**src/rtl/hub75_bcm_scheduler.sv**
```systemverilog
// HUB75 panel sequencer with binary-code-modulated bitplanes.
// Shifting of the next plane overlaps the lit window of the plane just latched.
module hub75_bcm_scheduler #(
  parameter  int unsigned COLS     = 64,
  parameter  int unsigned ROW_BITS = 4,
  parameter  int unsigned PLANES   = 4,
  parameter  int unsigned BASE_ON  = 8,
  localparam int unsigned CW       = $clog2(COLS),
  localparam int unsigned PW       = $clog2(PLANES),
  localparam int unsigned AW       = PW + ROW_BITS + CW
) (
  input  logic                i_clk,
  input  logic                i_rst,
  input  logic                i_enable,
  output logic [AW-1:0]       o_fb_addr,
  input  logic [5:0]          i_fb_data,
  output logic [1:0]          o_data_r,
  output logic [1:0]          o_data_g,
  output logic [1:0]          o_data_b,
  output logic                o_sclk,
  output logic                o_latch,
  output logic                o_blank,
  output logic [ROW_BITS-1:0] o_row,
  output logic                o_frame_done
);

  localparam int unsigned TW = $clog2((BASE_ON << (PLANES - 1)) + 1);
  localparam logic [CW+1:0] STEP_LAST = (CW+2)'(2 * COLS);

  typedef enum logic [2:0] {
    IDLE,
    SHIFT,
    WAIT_ON,
    BLANK,
    LATCH,
    UNBLANK,
    DRAIN
  } state_t;

  state_t              state;
  state_t              state_nx;
  logic [CW+1:0]       step;
  logic [PW-1:0]       plane;
  logic [ROW_BITS-1:0] row;
  logic [TW-1:0]       timer;
  logic                timer_low;

  // step = {col, ph}; step == 2*COLS is the trailing sclk-high clock
  assign o_fb_addr    = {plane, row, step[CW:1]};
  assign o_latch      = (state == LATCH);
  assign o_blank      = (timer == '0);
  assign o_frame_done = (state == UNBLANK) && (plane == PW'(PLANES - 1)) && (row == '1);
  assign timer_low    = (timer <= TW'(1));

  always_comb begin
    state_nx = state;
    unique case (state)
      IDLE:    if (i_enable) state_nx = SHIFT;
      SHIFT:   if (step == STEP_LAST) state_nx = timer_low ? BLANK : WAIT_ON;
      WAIT_ON: if (timer_low) state_nx = BLANK;
      BLANK:   state_nx = LATCH;
      LATCH:   state_nx = UNBLANK;
      UNBLANK: state_nx = i_enable ? SHIFT : DRAIN;
      DRAIN:   if (timer == '0) state_nx = IDLE;
      default: state_nx = IDLE;
    endcase
  end

  always_ff @(posedge i_clk or posedge i_rst) begin
    if (i_rst) begin
      state    <= IDLE;
      step     <= '0;
      plane    <= '0;
      row      <= '0;
      timer    <= '0;
      o_row    <= '0;
      o_sclk   <= 1'b0;
      o_data_r <= '0;
      o_data_g <= '0;
      o_data_b <= '0;
    end else begin
      state <= state_nx;
      // sclk rises on the clock after every ph1, including the trailing one
      o_sclk <= (state == SHIFT) && step[0];

      if (state == SHIFT) step <= step + (CW+2)'(1);
      else                step <= '0;

      if (state == SHIFT && step[0]) begin
        o_data_r <= {i_fb_data[5], i_fb_data[2]};
        o_data_g <= {i_fb_data[4], i_fb_data[1]};
        o_data_b <= {i_fb_data[3], i_fb_data[0]};
      end

      if (state == UNBLANK)  timer <= TW'(BASE_ON << plane);
      else if (timer != '0) timer <= timer - TW'(1);

      if (state == BLANK) o_row <= row;

      if (state == UNBLANK) begin
        plane <= plane + PW'(1);
        if (plane == PW'(PLANES - 1)) row <= row + ROW_BITS'(1);
      end else if (state == DRAIN && timer == '0) begin
        plane <= '0;
        row   <= '0;
      end
    end
  end

endmodule

```
**config.mk**
```make
export PLATFORM = sky130hd
export DESIGN_NAME = hub75_bcm_scheduler
export DESIGN_NICKNAME = d
export VERILOG_FILES = /design/src/rtl/hub75_bcm_scheduler.sv
export SDC_FILE = /design/constraint.sdc
export NUM_CORES = 1
export LEC_CHECK = 0
export CAP_MARGIN = 20
export CORE_MARGIN = 1.5
export CORE_UTILIZATION = 39
export CTS_CLUSTER_SIZE = 25
export DETAILED_ROUTE_END_ITERATION = 10
export GPL_TIMING_DRIVEN = 0
export PLACE_DENSITY_LB_ADDON = 0.08
export SYNTH_ARGS = -nofsm -noshare
export SYNTH_HDL_FRONTEND = slang
export SYNTH_SLANG_ARGS = --single-unit
```
**constraint.sdc**
```tcl
create_clock -name i_clk -period 2.62 [get_ports i_clk]
set_input_delay 0.262 -clock i_clk [delete_from_list [all_inputs] [get_ports i_clk]]
set_output_delay 0.262 -clock i_clk [all_outputs]
set_load 0.02 [all_outputs]
```
==> impl.org <==
** Clock network
- Clock latency at the later pin of the worst-skew pair :: approximately 280 ps
- Clock tree from TritonCTS :: done
- The longest clock path from root to sink contains 2 buffers.
- Buffers inserted by post-CTS timing repair :: 0
- After clock tree synthesis, the clock-pin slew on the worst setup and hold paths is around 70 ps.
- Clock buffers created by TritonCTS :: 5
- The clock drives 35 sinks.
- Root buffer selected by CTS :: sky130_fd_sc_hd__clkbuf_8
- The H-tree was split into 2 levels.

** STA
- On the final layout, the worst hold slack is 370 ps.
- The final critical path takes up 94.5% of the cycle.
- Clock period minus final worst setup slack :: 2480 ps
- Unrepaired setup endpoints after global routing :: false
- Final setup violation count :: 0
- Post-layout worst setup margin :: 144 ps
- For the pin with the worst max-slew slack, the measured transition is 660 ps.
- Headroom to the max-slew limit came out at 56.0%.
- Adding up every negative setup slack in the final design gives 0 ps.
- Number of hold violations in the final report :: 0
- The count of pins over their slew limit came to 0.
- Clock skew on the completed layout was measured at 1.72 ps.
- Max frequency :: around 400 MHz

** Drt
- Detailed routing inserted a total of 1,384 vias.
- For this block, the initial DRC count from the detailed router was 76.
- Average wire per cell in the routed design :: approximately 14 um
- Drt pass-1 iters :: 4
- Via density :: between 5 and 6
- The final layout contains routed wiring with a total length of 3660 um.
- Drc violations :: 0
- Number of antenna-violating nets in the routed design :: 0

** Min path
- Type of the most critical hold path :: input pin to async pin

** Synthesis
- Net count of the mapped netlist :: 194
- In the synthesized netlist the dominant register cell turns out to be sky130_fd_sc_hd__dfrtp_1.
- Number of register bits inferred by synthesis :: 35
- Number of enable flip-flop cells after synthesis :: 0
- Yosys mapped the design onto 37 distinct sky130hd cell types.
- Fraction of registers with async set or reset after synthesis :: 100%
- Sequential cells were found to cover 48.2% of the synthesized design area.
- Synthesized area per cell :: 10.4 um^2
- Synthesis produced 175 cells.
- The Yosys step of the flow raised 0 warnings.
- Post-synthesis instance area :: 1820 um^2

** Finish
- Layout net count :: 236
- Layout fillers :: 391
- The area growth from synthesis to layout is 28.0%.
- In the final layout, the share of cells above drive strength 1 is 14.4%.
- # diodes :: 0

** Floorplanning
- After floorplanning, the core was sized to cover between 4000 and 5000 um^2.
- Starting Density :: approximately 41%
- Boundary pin count :: 35
- The die is roughly 71 um wide.
- The floorplan step defined a die boundary enclosing 5070 um^2.
- The die is 71.2 um tall.
- The floorplan has 24 rows.

** Placed design
- At the placement stage, the worst setup path has a slack of between 400 and 500 ps.
- Placer congestion estimate :: roughly 0.82
- The wire-length estimate of the detail-placed layout is 2640 um.
- Buffers placed on the I/O ports in this run total 34.

** GRT
- Entering global routing, the biggest net connects 22 pins.
- The number of global-route vias before repair was 1,381.
- Antenna violations before repair :: 0
- Global routing finished with a remaining overflow of 0.
- Total global routing track utilization :: 16.1%
- Global-route wire length before repair :: 6350 um

** Power and ir drop
- For this design the ratio of total power to cell area is 1030 nW/um^2.
- Fraction of power spent switching nets :: between 40% and 50%
- VDD IR max :: 0.000575 V
- Cell internal power was estimated by the tool at 1.44 mW.
- Switching power :: 0.960 mW
- The clock network accounts for 15.1% of the total power.
- Portion of total power attributed to sequential cells :: around 38%
- Combinational logic is responsible for between 40% and 50% of the overall power.
- The analysis attributes to cell leakage a power of 1.02 nW.

** Setup path
- Launching element type of the critical path :: flop
- Worst Path Max Fanout :: 7
- Across all register-to-register paths, the minimum setup slack is 770 ps.
- Reg2Reg Launch Point :: timer[0]
- STA puts the critical path data arrival time at around 2200 ps.
- Timing startpoint of the critical path :: timer[5]
- Cell at the slowest stage of the critical path :: sky130_fd_sc_hd__clkdlybuf4s50_1
- Chain of cells forming the critical path :: nor4_4 > nand3_1 > inv_1 > clkdlybuf4s50_1
- The worst register-to-register path has a depth of 6.
- The worst register-to-register path ends at timer[4].
- Max incr delay on CP :: 620 ps
- The critical path ends at o_blank.
- STA puts the critical path data required time at 2360 ps.
- Endpoint class of the critical path :: primary output
- The critical path is of the flop to primary output type.

** Outcome
- Result of the run :: complete, no violations

** Job
- Across the run, the number of max-cap violations was 0.
==> kinds of logic after synthesis <==
logic type | after synthesis | synth area share [%]
simple gates | 59 | 17.3
flops | 35 | 48.2
compound gates | 27 | 9.72
buf+inv | 23 | 6.20
mux | 11 | 6.82
xor+xnor | 10 | 4.82
fa+ha+maj | 10 | 6.89
==> worst max-delay path, delay by kind of cell, from the launching register on <==
kind / cells / cell delay [ps]
buf+inv: 2 / 800
simple gates: 2 / 710
flops: 1 / 430
==> metal layers <==
layer / global-route usage [%] / wire length, um
met3: 5.34 / 203
met5: 0 / 0
met4: 5.66 / 44
met1: 21.6 / 1700
met2: 24.4 / 1710
==> how the worst min path moves through the flow <==
stage,from,slack (ps),depth (start not counted),end
6_report,i_rst,370,2,o_data_b[0]
5_1_grt,i_rst,420,2,o_data_g[0]
4_1_cts,i_rst,380,2,o_data_g[1]
2_1_floorplan,i_fb_data[0],410,1,o_data_b[0]
3_3_place_gp,o_data_r[0],490,1,o_data_r[0]
3_5_place_dp,o_row[3],490,1,o_row[3]
==> cells in the final DEF, fill, tap and decap left out, types with 6 or more instances in the layout <==
| cell type | n |
|---|---|
| sky130_fd_sc_hd__mux2_2 | 11 |
| sky130_fd_sc_hd__nand2_1 | 9 |
| sky130_fd_sc_hd__nand3_1 | 10 |
| sky130_fd_sc_hd__ha_1 | 10 |
| sky130_fd_sc_hd__dfrtp_1 | 35 |
| sky130_fd_sc_hd__buf_4 | 6 |
| sky130_fd_sc_hd__a21oi_1 | 6 |
| sky130_fd_sc_hd__inv_1 | 12 |
| sky130_fd_sc_hd__xor2_1 | 6 |
| sky130_fd_sc_hd__o21ai_0 | 8 |
| sky130_fd_sc_hd__nor2_1 | 20 |
| sky130_fd_sc_hd__clkdlybuf4s50_1 | 34 |
==> state kept, by name (all words and copies together) (netlist names) <==
register and flops:
o_data_b 2, o_data_g 2, o_data_r 2, o_row 4
o_sclk 1, plane 2, row 4, state 3
step 8, timer 7
==> final cells by class <==
type	count	area (um^2)	area share (%)
plain buffers	11	67.6	2.91
clock buffers	5	68.8	2.96
clock inverters	1	7.51	0.323
inverters	12	45.0	1.94
multi-input cells	117	827	35.6
flip-flops and latches	35	876	37.7
well taps	52	65.1	2.80
repair buffers	35	368	15.8
==> cells in the mapped netlist (2+ instances only) <==
cell                       instances  area [um^2]
sky130_fd_sc_hd__a211oi_1          2         15.0
sky130_fd_sc_hd__and3b_1           2         17.5
sky130_fd_sc_hd__nand3b_1          2         15.0
sky130_fd_sc_hd__a21oi_1           6         30.0
sky130_fd_sc_hd__nand3_1          10         50.1
sky130_fd_sc_hd__dfrtp_1          35          876
sky130_fd_sc_hd__buf_2             3         15.0
sky130_fd_sc_hd__ha_1             10          125
sky130_fd_sc_hd__xnor2_1           4         35.0
sky130_fd_sc_hd__nor3_1            4         20.0
sky130_fd_sc_hd__nand2_1           9         33.8
sky130_fd_sc_hd__xor2_1            6         52.6
sky130_fd_sc_hd__or3_1             2         12.5
sky130_fd_sc_hd__o21ai_0           8         40.0
sky130_fd_sc_hd__clkbuf_1          2         7.51
sky130_fd_sc_hd__nor2_1           20         75.1
sky130_fd_sc_hd__inv_1            12         45.0
sky130_fd_sc_hd__mux2_2           11          124
sky130_fd_sc_hd__and3_1            2         12.5
sky130_fd_sc_hd__o31ai_1           3         22.5
sky130_fd_sc_hd__buf_4             6         45.0
==> power groups by stage <==
| stage | Clock, mW | Combinational (mW) | Sequential (mW) |
|---|---|---|---|
| after floorplan | 0 | 0.657 | 0.984 |
| after global placement | 0 | 1.10 | 0.898 |
| after detailed placement | 0 | 1.14 | 0.911 |
| after CTS | 0.377 | 1.15 | 0.904 |
| after global routing | 0.412 | 1.25 | 0.934 |
| final | 0.362 | 1.13 | 0.902 |
==> timing repair <==
item / in CTS / in global routing
endpoints found under the setup margin: 0 / 1
hold buffers: 0 / 0
resized for setup: 0 / 0
==> through the flow <==
step | instances | area [um^2] | util [%] | total power, mW
2_1_floorplan | 175 | 1820 | - | 1.64
3_3_place_gp | 261 | 2220 | 50.3 | 2.00
3_5_place_dp | 262 | 2250 | 50.9 | 2.05
4_1_cts | 268 | 2320 | 52.7 | 2.43
5_1_grt | 268 | 2320 | 52.7 | 2.60
6_report | 268 | 2320 | 52.7 | 2.40
Note: power is estimated with default switching activity, not from simulation.
